**src/rtl/master_axi_wr_arbiter.sv**
```systemverilog
// Round-robin arbiter sharing one AXI write master port between NUM_REQ local requesters.
// One transaction in flight at a time: address, data burst, then write response.
module master_axi_wr_arbiter #(
  parameter int unsigned NUM_REQ  = 2,
  parameter int unsigned ID_WIDTH = 2,
  parameter int unsigned IDX_W    = 1
) (
  input  logic                         M_CLK,
  input  logic                         M_RSTN,
  input  logic [NUM_REQ*ID_WIDTH-1:0]  S_WR_ADDR_ID,
  input  logic [NUM_REQ*32-1:0]        S_WR_ADDR,
  input  logic [NUM_REQ*8-1:0]         S_WR_ADDR_LEN,
  input  logic [NUM_REQ*2-1:0]         S_WR_ADDR_BURST,
  input  logic [NUM_REQ-1:0]           S_WR_ADDR_VALID,
  output logic [NUM_REQ-1:0]           S_WR_ADDR_READY,
  input  logic [NUM_REQ*32-1:0]        S_WR_DATA,
  input  logic [NUM_REQ*4-1:0]         S_WR_STRB,
  input  logic [NUM_REQ-1:0]           S_WR_DATA_LAST,
  input  logic [NUM_REQ-1:0]           S_WR_DATA_VALID,
  output logic [NUM_REQ-1:0]           S_WR_DATA_READY,
  output logic [ID_WIDTH-1:0]          S_WR_BACK_ID,
  output logic [1:0]                   S_WR_BACK_RESP,
  output logic [NUM_REQ-1:0]           S_WR_BACK_VALID,
  input  logic [NUM_REQ-1:0]           S_WR_BACK_READY,
  output logic [ID_WIDTH-1:0]          M_WR_ADDR_ID,
  output logic [31:0]                  M_WR_ADDR,
  output logic [7:0]                   M_WR_ADDR_LEN,
  output logic [1:0]                   M_WR_ADDR_BURST,
  output logic                         M_WR_ADDR_VALID,
  input  logic                         M_WR_ADDR_READY,
  output logic [31:0]                  M_WR_DATA,
  output logic [3:0]                   M_WR_STRB,
  output logic                         M_WR_DATA_LAST,
  output logic                         M_WR_DATA_VALID,
  input  logic                         M_WR_DATA_READY,
  input  logic [ID_WIDTH-1:0]          M_WR_BACK_ID,
  input  logic [1:0]                   M_WR_BACK_RESP,
  input  logic                         M_WR_BACK_VALID,
  output logic                         M_WR_BACK_READY,
  output logic                         busy,
  output logic [IDX_W-1:0]             grant_idx
);

  localparam int unsigned ADDR_W = 32;
  localparam int unsigned LEN_W  = 8;
  localparam int unsigned BRST_W = 2;
  localparam int unsigned DATA_W = 32;
  localparam int unsigned STRB_W = 4;

  typedef enum logic [1:0] {IDLE, ADDR, DATA, RESP} state_e;

  state_e             state_q, state_d;
  logic [IDX_W-1:0]   grant_q, grant_d;
  logic [IDX_W-1:0]   rr_q, rr_d;
  logic               busy_q, busy_d;
  logic               found;
  logic [IDX_W-1:0]   cand;
  logic               aw_hs, w_last_hs, b_hs;

  logic [ID_WIDTH-1:0] aw_id_arr    [NUM_REQ];
  logic [ADDR_W-1:0]   aw_addr_arr  [NUM_REQ];
  logic [LEN_W-1:0]    aw_len_arr   [NUM_REQ];
  logic [BRST_W-1:0]   aw_burst_arr [NUM_REQ];
  logic [DATA_W-1:0]   w_data_arr   [NUM_REQ];
  logic [STRB_W-1:0]   w_strb_arr   [NUM_REQ];

  // Unpack flat requester buses into per-requester slices
  for (genvar g = 0; g < NUM_REQ; g++) begin : g_slice
    assign aw_id_arr[g]    = S_WR_ADDR_ID[g*ID_WIDTH +: ID_WIDTH];
    assign aw_addr_arr[g]  = S_WR_ADDR[g*ADDR_W +: ADDR_W];
    assign aw_len_arr[g]   = S_WR_ADDR_LEN[g*LEN_W +: LEN_W];
    assign aw_burst_arr[g] = S_WR_ADDR_BURST[g*BRST_W +: BRST_W];
    assign w_data_arr[g]   = S_WR_DATA[g*DATA_W +: DATA_W];
    assign w_strb_arr[g]   = S_WR_STRB[g*STRB_W +: STRB_W];
  end

  assign aw_hs     = (state_q == ADDR) && S_WR_ADDR_VALID[grant_q] && M_WR_ADDR_READY;
  assign w_last_hs = (state_q == DATA) && S_WR_DATA_VALID[grant_q] && M_WR_DATA_READY
                     && S_WR_DATA_LAST[grant_q];
  assign b_hs      = (state_q == RESP) && M_WR_BACK_VALID && S_WR_BACK_READY[grant_q];

  // Next-state, round-robin search and pointer update
  always_comb begin
    state_d = state_q;
    grant_d = grant_q;
    rr_d    = rr_q;
    found   = 1'b0;
    cand    = '0;
    case (state_q)
      IDLE: begin
        for (int unsigned i = 0; i < NUM_REQ; i++) begin
          cand = IDX_W'((32'(rr_q) + i) % NUM_REQ);
          if (!found && S_WR_ADDR_VALID[cand]) begin
            found   = 1'b1;
            grant_d = cand;
          end
        end
        if (found) state_d = ADDR;
      end
      ADDR: if (aw_hs) state_d = DATA;
      DATA: if (w_last_hs) state_d = RESP;
      RESP: begin
        if (b_hs) begin
          rr_d    = IDX_W'((32'(grant_q) + 32'd1) % NUM_REQ);
          state_d = IDLE;
        end
      end
      default: state_d = IDLE;
    endcase
    busy_d = (state_d != IDLE);
  end

  always_ff @(posedge M_CLK or negedge M_RSTN) begin
    if (!M_RSTN) begin
      state_q <= IDLE;
      grant_q <= '0;
      rr_q    <= '0;
      busy_q  <= 1'b0;
    end else begin
      state_q <= state_d;
      grant_q <= grant_d;
      rr_q    <= rr_d;
      busy_q  <= busy_d;
    end
  end

  // Channel steering: payloads always follow grant, handshakes only in their phase
  always_comb begin
    M_WR_ADDR_ID    = aw_id_arr[grant_q];
    M_WR_ADDR       = aw_addr_arr[grant_q];
    M_WR_ADDR_LEN   = aw_len_arr[grant_q];
    M_WR_ADDR_BURST = aw_burst_arr[grant_q];
    M_WR_DATA       = w_data_arr[grant_q];
    M_WR_STRB       = w_strb_arr[grant_q];
    M_WR_DATA_LAST  = S_WR_DATA_LAST[grant_q];
    S_WR_BACK_ID    = M_WR_BACK_ID;
    S_WR_BACK_RESP  = M_WR_BACK_RESP;
    M_WR_ADDR_VALID = 1'b0;
    M_WR_DATA_VALID = 1'b0;
    M_WR_BACK_READY = 1'b0;
    S_WR_ADDR_READY = '0;
    S_WR_DATA_READY = '0;
    S_WR_BACK_VALID = '0;
    case (state_q)
      ADDR: begin
        M_WR_ADDR_VALID          = S_WR_ADDR_VALID[grant_q];
        S_WR_ADDR_READY[grant_q] = M_WR_ADDR_READY;
      end
      DATA: begin
        M_WR_DATA_VALID          = S_WR_DATA_VALID[grant_q];
        S_WR_DATA_READY[grant_q] = M_WR_DATA_READY;
      end
      RESP: begin
        M_WR_BACK_READY          = S_WR_BACK_READY[grant_q];
        S_WR_BACK_VALID[grant_q] = M_WR_BACK_VALID;
      end
      default: ;
    endcase
  end

  assign busy      = busy_q;
  assign grant_idx = grant_q;

endmodule

```
**config.mk**
```make
export PLATFORM = sky130hd
export DESIGN_NAME = master_axi_wr_arbiter
export DESIGN_NICKNAME = d
export VERILOG_FILES = /design/src/rtl/master_axi_wr_arbiter.sv
export SDC_FILE = /design/constraint.sdc
export NUM_CORES = 1
export LEC_CHECK = 0
export BUFFER_PORTS_ARGS = -buffer_cell sky130_fd_sc_hd__buf_2
export CAP_MARGIN = 20
export CORE_AREA = 2 2 107 109
export DETAILED_ROUTE_END_ITERATION = 10
export DIE_AREA = 0 0 109 111
export GPL_ROUTABILITY_DRIVEN = 0
export HOLD_SLACK_MARGIN = 0.06
export PLACE_DENSITY = 0.56
export SLEW_MARGIN = 20
export SYNTH_ARGS = -nofsm -noshare
export SYNTH_HDL_FRONTEND = slang
export SYNTH_SLANG_ARGS = --single-unit
```
**constraint.sdc**
```tcl
create_clock -name M_CLK -period 3.1 [get_ports M_CLK]
set_input_delay 0.465 -clock M_CLK [delete_from_list [all_inputs] [get_ports M_CLK]]
set_output_delay 0.465 -clock M_CLK [all_outputs]
set_load 0.01 [all_outputs]
```
==> results.py, run 1 <==
metrics = {
    "cts": {
        "cts_buffer_depth": 2,
        "post_cts_buffers": 0,
        "clkTransAtPathRegs_ps": 30,
        "postCtsResizedCells": 0,
        "clkSinkCount": 5,
        "root_buffer": "clkbuf_16",
        "cts_max_level": 1,
        "cts_hold_buf": 1,
        "cts_tree": "built",
        "insertion_delay_ps": 230,
        "cts_buffers": 3,
    },
    "worst_setup_path": {
        "worstSetupPathType": "reg2out",
        "setup.worst_path.start": "grant_idx",
        "cp-endpoint": "M_WR_ADDR_ID[1]",
        "r2r_slack_ps": 1200,
        "cp-end-kind": "primary output",
        "startpoint_type": "flop",
        "critPathArrivalTime_ps": 1970,
        "rr_worst_depth": 3,
        "required_ps": 2630,
        "r2r_start": "grant_idx",
        "timing.rr.end": "rr_q",
        "cp_max_fo": 56,
    },
    "hold_path": {
        "hold_depth": 2,
        "hp-class": "in2reg",
    },
    "global_route": {
        "grtUsageTotal": 0.0896,
        "grt_pass1_wl_um": 8670,
        "grt_pass1_vias": 1911,
        "grt_overflow": 0,
        "grt_max_degree": 57,
        "antenna_found_initial": 0,
    },
    "synth": {
        "syn_inst": 132,
        "yosys_warnings": 0,
        "yosysUniqueCellTypes": 23,
        "synth-seq-cells": 5,
        "syn_nets": 309,
        "synth_top_area_share": 0.695,
        "syn_avg_cell_area_um2": 10.1,
        "synth_top_area_cell": "mux2_2",
        "synth_area_mm2": 0.00133,
        "yosysSeqAreaShare": 0.0942,
        "synthTopCellsByArea": "mux2_2, dfrtp_1, buf_2",
    },
    "sta": {
        "period_needed_ps": 2430,
        "max_freq_mhz": 411,
        "setup_viol": 0,
        "finalMaxSlewViolations": 0,
        "finalSetupTns_ps": 0,
        "worst_pin_slew_ps": 703,
        "period_share": 0.784,
        "rsz0062_at_grt": "false",
        "hold_viol": 0,
        "finalClockSkew_ps": 0.995,
        "relSlewSlack": 0.531,
        "hold_ws_ps": 472,
    },
    "drt": {
        "antenna_left": 0,
        "drc": 0,
        "wl_per_cell_um": 12.1,
        "drt_pass1_iterations": 4,
        "wirelength_um": 6410,
        "vias": 2044,
        "drt_iter0_markers": 40,
        "vias_per_cell": 3.84,
    },
    "run": {
        "maxCapViolCount": 0,
    },
    "place": {
        "postPlaceCellArea_mm2": 0.00276,
        "io_buffers": 264,
        "dp_cells": 527,
        "post-dp-hpwl_um": 5600,
    },
    "finish": {
        "syn_to_final_growth_pct": 115,
        "final_cells": 532,
        "fin_area_mm2": 0.00285,
        "diodes": 0,
        "finalNetCount": 567,
        "drive_gt1_frac": 0.913,
    },
    "floorplan": {
        "dieArea_mm2": 0.0121,
        "coreArea_mm2": 0.0111,
        "num_rows": 39,
        "start_util": 0.120,
        "die_w_um": 109,
        "die_h_um": 111,
        "ios": 273,
    },
    "power_and_ir_drop": {
        "powerDensity_mw_per_mm2": 654,
        "ir_worst_vdd_v": 0.000219,
        "power.total_uw": 1860,
        "power_leakage_uw": 0.00157,
    },
    "outcome": {
        "run_status": "completed",
    },
}
==> state kept, by name, summed over array words and instances, names as in the netlist <==
name,cells
state_q,2
busy,1
grant_idx,1
rr_q,1
==> where the power goes <==
group,internal [µW],leakage [µW],switching (µW)
Clock,170,0.0000382,41.1
Combinational,804,0.00148,580
Sequential,98.8,0.0000552,170
==> worst min path at each step <==
stage | startpoint | end | slack, ps
2_1_floorplan | M_RSTN | busy | 170
3_3_place_gp | M_RSTN | busy | 280
3_5_place_dp | M_RSTN | busy | 290
4_1_cts | S_WR_ADDR_VALID[0] | grant_idx | 460
5_1_grt | S_WR_ADDR_VALID[0] | grant_idx | 460
6_report | S_WR_ADDR_VALID[0] | grant_idx | 470
==> area by class of cell <==
| cell class | count | area (µm²) |
|---|---|---|
| Tap cell | 143 | 179 |
| Inverter | 2 | 7.51 |
| Sequential cell | 5 | 129 |
| Multi-Input combinational cell | 110 | 1100 |
| Clock buffer | 4 | 78.8 |
| Timing Repair Buffer | 268 | 1350 |
| Fill cell | 1201 | 8230 |
==> worst max-delay path, cell delays in order (launching register included) <==
cell and delay (ps):
dfrtp_4 870, buf_4 330, mux2_2 380, buf_2 150
==> through the flow <==
stage / utilization / setup slack, ps
6_report: 0.257 / 669
5_1_grt: 0.257 / 570
4_1_cts: 0.257 / 615
3_5_place_dp: 0.249 / 856
3_3_place_gp: 0.249 / 924
2_1_floorplan: - / 1300
==> kinds of logic after synthesis <==
logic type / after synthesis / share of synthesized area
flip-flops: 5 / 0.0942
AND/OR/NAND/NOR: 19 / 0.0772
multiplexers: 85 / 0.721
buffers and inverters: 17 / 0.0753
AO/OA/AOI/OAI: 6 / 0.0320
==> cells in the mapped netlist <==
library cell   n
dfrtp_1        5
buf_6          1
a31oi_1        2
nor3b_1        1
nor2b_1        1
a21oi_1        2
inv_1          2
buf_2          8
mux2_2        82
a221o_1        1
clkbuf_1       1
and4b_1        1
nand3_1        1
nor2_1         9
nand3b_1       1
mux2i_1        2
nor4bb_1       1
mux2_4         1
nand2_1        2
or3_1          1
and3b_1        1
buf_4          5
o21ba_2        1
==> per-layer routing <==
layer,routed length [µm],GRT usage,vias to the layer above,part of all wire
met1,2420,0.102,902,0.38
met4,36,0.0197,0,0.0056
met3,659,0.00999,4,0.10
li1,-,-,1001,-
met2,3300,0.174,137,0.51
met5,0,0,-,0
==> cell usage in the layout, fill, tap and decap left out, drive strengths merged <==
master,synthesis,routed
nor2,9,9
nand3,1,1
dlygate4sd3,0,1
o21ba,1,1
buf,14,267
nand3b,1,1
nor4bb,1,1
or3,1,1
a21oi,2,2
inv,2,2
dfrtp,5,5
a31oi,2,2
and4b,1,1
a221o,1,1
mux2i,2,2
mux2,83,83
nor3b,1,1
nor2b,1,1
nand2,2,2
and3b,1,1
clkbuf,1,4
(Power assumes the default switching activity.)
==> run 2, diff against run 1 <==
- CORE_AREA: 2 2 107 109 -> 2 2 104 106
- DIE_AREA: 0 0 109 111 -> 0 0 106 108
- PLACE_DENSITY: 0.56 -> 0.58
- clock period: 3.1 -> 2.5 ns (I/O delays scaled with it)
==> results.py, run 2 (synthesized netlist as in run 1, its figures left out) <==
metrics = {
    "worst_setup_path": {
        "cp_max_fo": 30,
        "cp-end-kind": "primary output",
        "path_cells": "buf_4 > mux2_2 > buf_2",
        "critPathSlowestCell": "dfrtp_4",
        "required_ps": 2120,
        "critPathArrivalTime_ps": 1740,
        "slowest_delay_ps": 660,
        "startpoint_type": "flop",
        "worstSetupPathType": "reg2out",
    },
    "floorplan": {
        "coreArea_mm2": 0.0102,
        "dieArea_mm2": 0.0114,
        "ios": 273,
        "start_util": 0.130,
        "num_rows": 37,
        "die_h_um": 108,
        "die_w_um": 106,
    },
    "drt": {
        "wirelength_um": 6320,
        "drt_pass1_iterations": 4,
        "wl_per_cell_um": 12.1,
        "vias_per_cell": 3.88,
        "drt_iter0_markers": 59,
        "vias": 2034,
        "antenna_left": 0,
        "drc": 0,
    },
    "global_route": {
        "grt_pass1_wl_um": 8450,
        "grt_max_degree": 43,
        "grt_overflow": 0,
        "grtUsageTotal": 0.0920,
        "antenna_found_initial": 0,
        "grt_pass1_vias": 1835,
    },
    "sta": {
        "relSlewSlack": 0.740,
        "hold_ws_ps": 391,
        "period_share": 0.847,
        "setup_viol": 0,
        "hold_viol": 0,
        "max_freq_mhz": 472,
        "finalMaxSlewViolations": 0,
        "period_needed_ps": 2120,
        "rsz0062_at_grt": "false",
        "finalClockSkew_ps": 3.63,
        "finalSetupTns_ps": 0,
        "worst_pin_slew_ps": 390,
    },
    "finish": {
        "nFillCells": 1092,
        "mostFrequentLayoutCells": "buf_2, mux2_2, nor2_1",
        "largest_reg_flops": 2,
        "syn_to_final_growth_pct": 112,
        "drive_gt1_frac": 0.912,
        "diodes": 0,
        "final_cells": 524,
        "regMostFlops": "state_q",
        "finalNetCount": 566,
        "final_common_cell": "buf_2",
    },
    "outcome": {
        "run_status": "completed",
    },
    "place": {
        "post-dp-hpwl_um": 5710,
        "io_buffers": 264,
        "dp_cells": 519,
    },
    "cts": {
        "cts_buffers": 3,
        "cts_max_level": 1,
        "clkSinkCount": 5,
        "root_buffer": "clkbuf_8",
        "cts_buffer_depth": 2,
        "insertion_delay_ps": 220,
        "cts_tree": "built",
        "clkTransAtPathRegs_ps": 40,
    },
    "power_and_ir_drop": {
        "ir_worst_vdd_v": 0.000307,
        "powerDensity_mw_per_mm2": 779,
        "power_leakage_uw": 0.00156,
    },
    "run": {
        "maxCapViolCount": 0,
    },
    "hold_path": {
        "hp-class": "in2reg",
    },
}
[run 2: final timing paths]
kind	from	slack (ps)	cells past startpoint	endpoint
min in group asynchronous	M_RSTN	540	2	grant_idx
min reg2reg	rr_q	520	1	rr_q
max in group asynchronous	M_RSTN	1810	2	grant_idx
max	grant_idx	380	3	M_WR_ADDR[27]
max reg2reg	grant_idx	900	3	state_q[0]
min	S_WR_ADDR_VALID[0]	390	2	grant_idx
[run 2: cell type report]
type                    instances  area (µm²)  share of cell area
flip-flops and latches          5         129              0.0458
multi-input cells             110        1100               0.392
well taps                     136         170              0.0605
clock buffers                   4        45.0              0.0160
inverters                       2        7.51             0.00267
repair buffers                267        1360               0.483
[run 2: what timing repair did]
item,in CTS,in global routing
buffers inserted,0,0
resized for setup,0,0
endpoints found under the hold margin,5,0
hold buffers,1,0
[run 2: power breakdown]
part / switching [µW] / internal, µW
Clock: 40.0 / 109
Combinational: 777 / 1010
Sequential: 137 / 125
Total: 953 / 1240
[run 2: routing by layer]
layer,share of wire,track usage,vias to the layer above,wire length (µm)
li1,-,-,1003,-
met1,0.37,0.100,901,2340
met2,0.52,0.167,126,3260
met3,0.10,0.0356,4,661
met4,0.0087,0.0254,0,55
met5,0,0,-,0
[run 2: worst max-delay path, delay by kind of cell, from the launching register on]
| kind | cells | cell delay (ps) |
|---|---|---|
| buffers and inverters | 2 | 480 |
| DFF | 1 | 660 |
| muxes | 1 | 360 |
[run 2: stage by stage]
stage,worst slack [ps],utilization,total power (µW),cell area [µm²]
6_report,383,0.275,2190,2810
4_1_cts,366,0.275,2220,2810
3_3_place_gp,635,0.270,2030,2760
3_5_place_dp,603,0.270,2060,2760
5_1_grt,296,0.275,2350,2810
2_1_floorplan,790,-,1430,1330
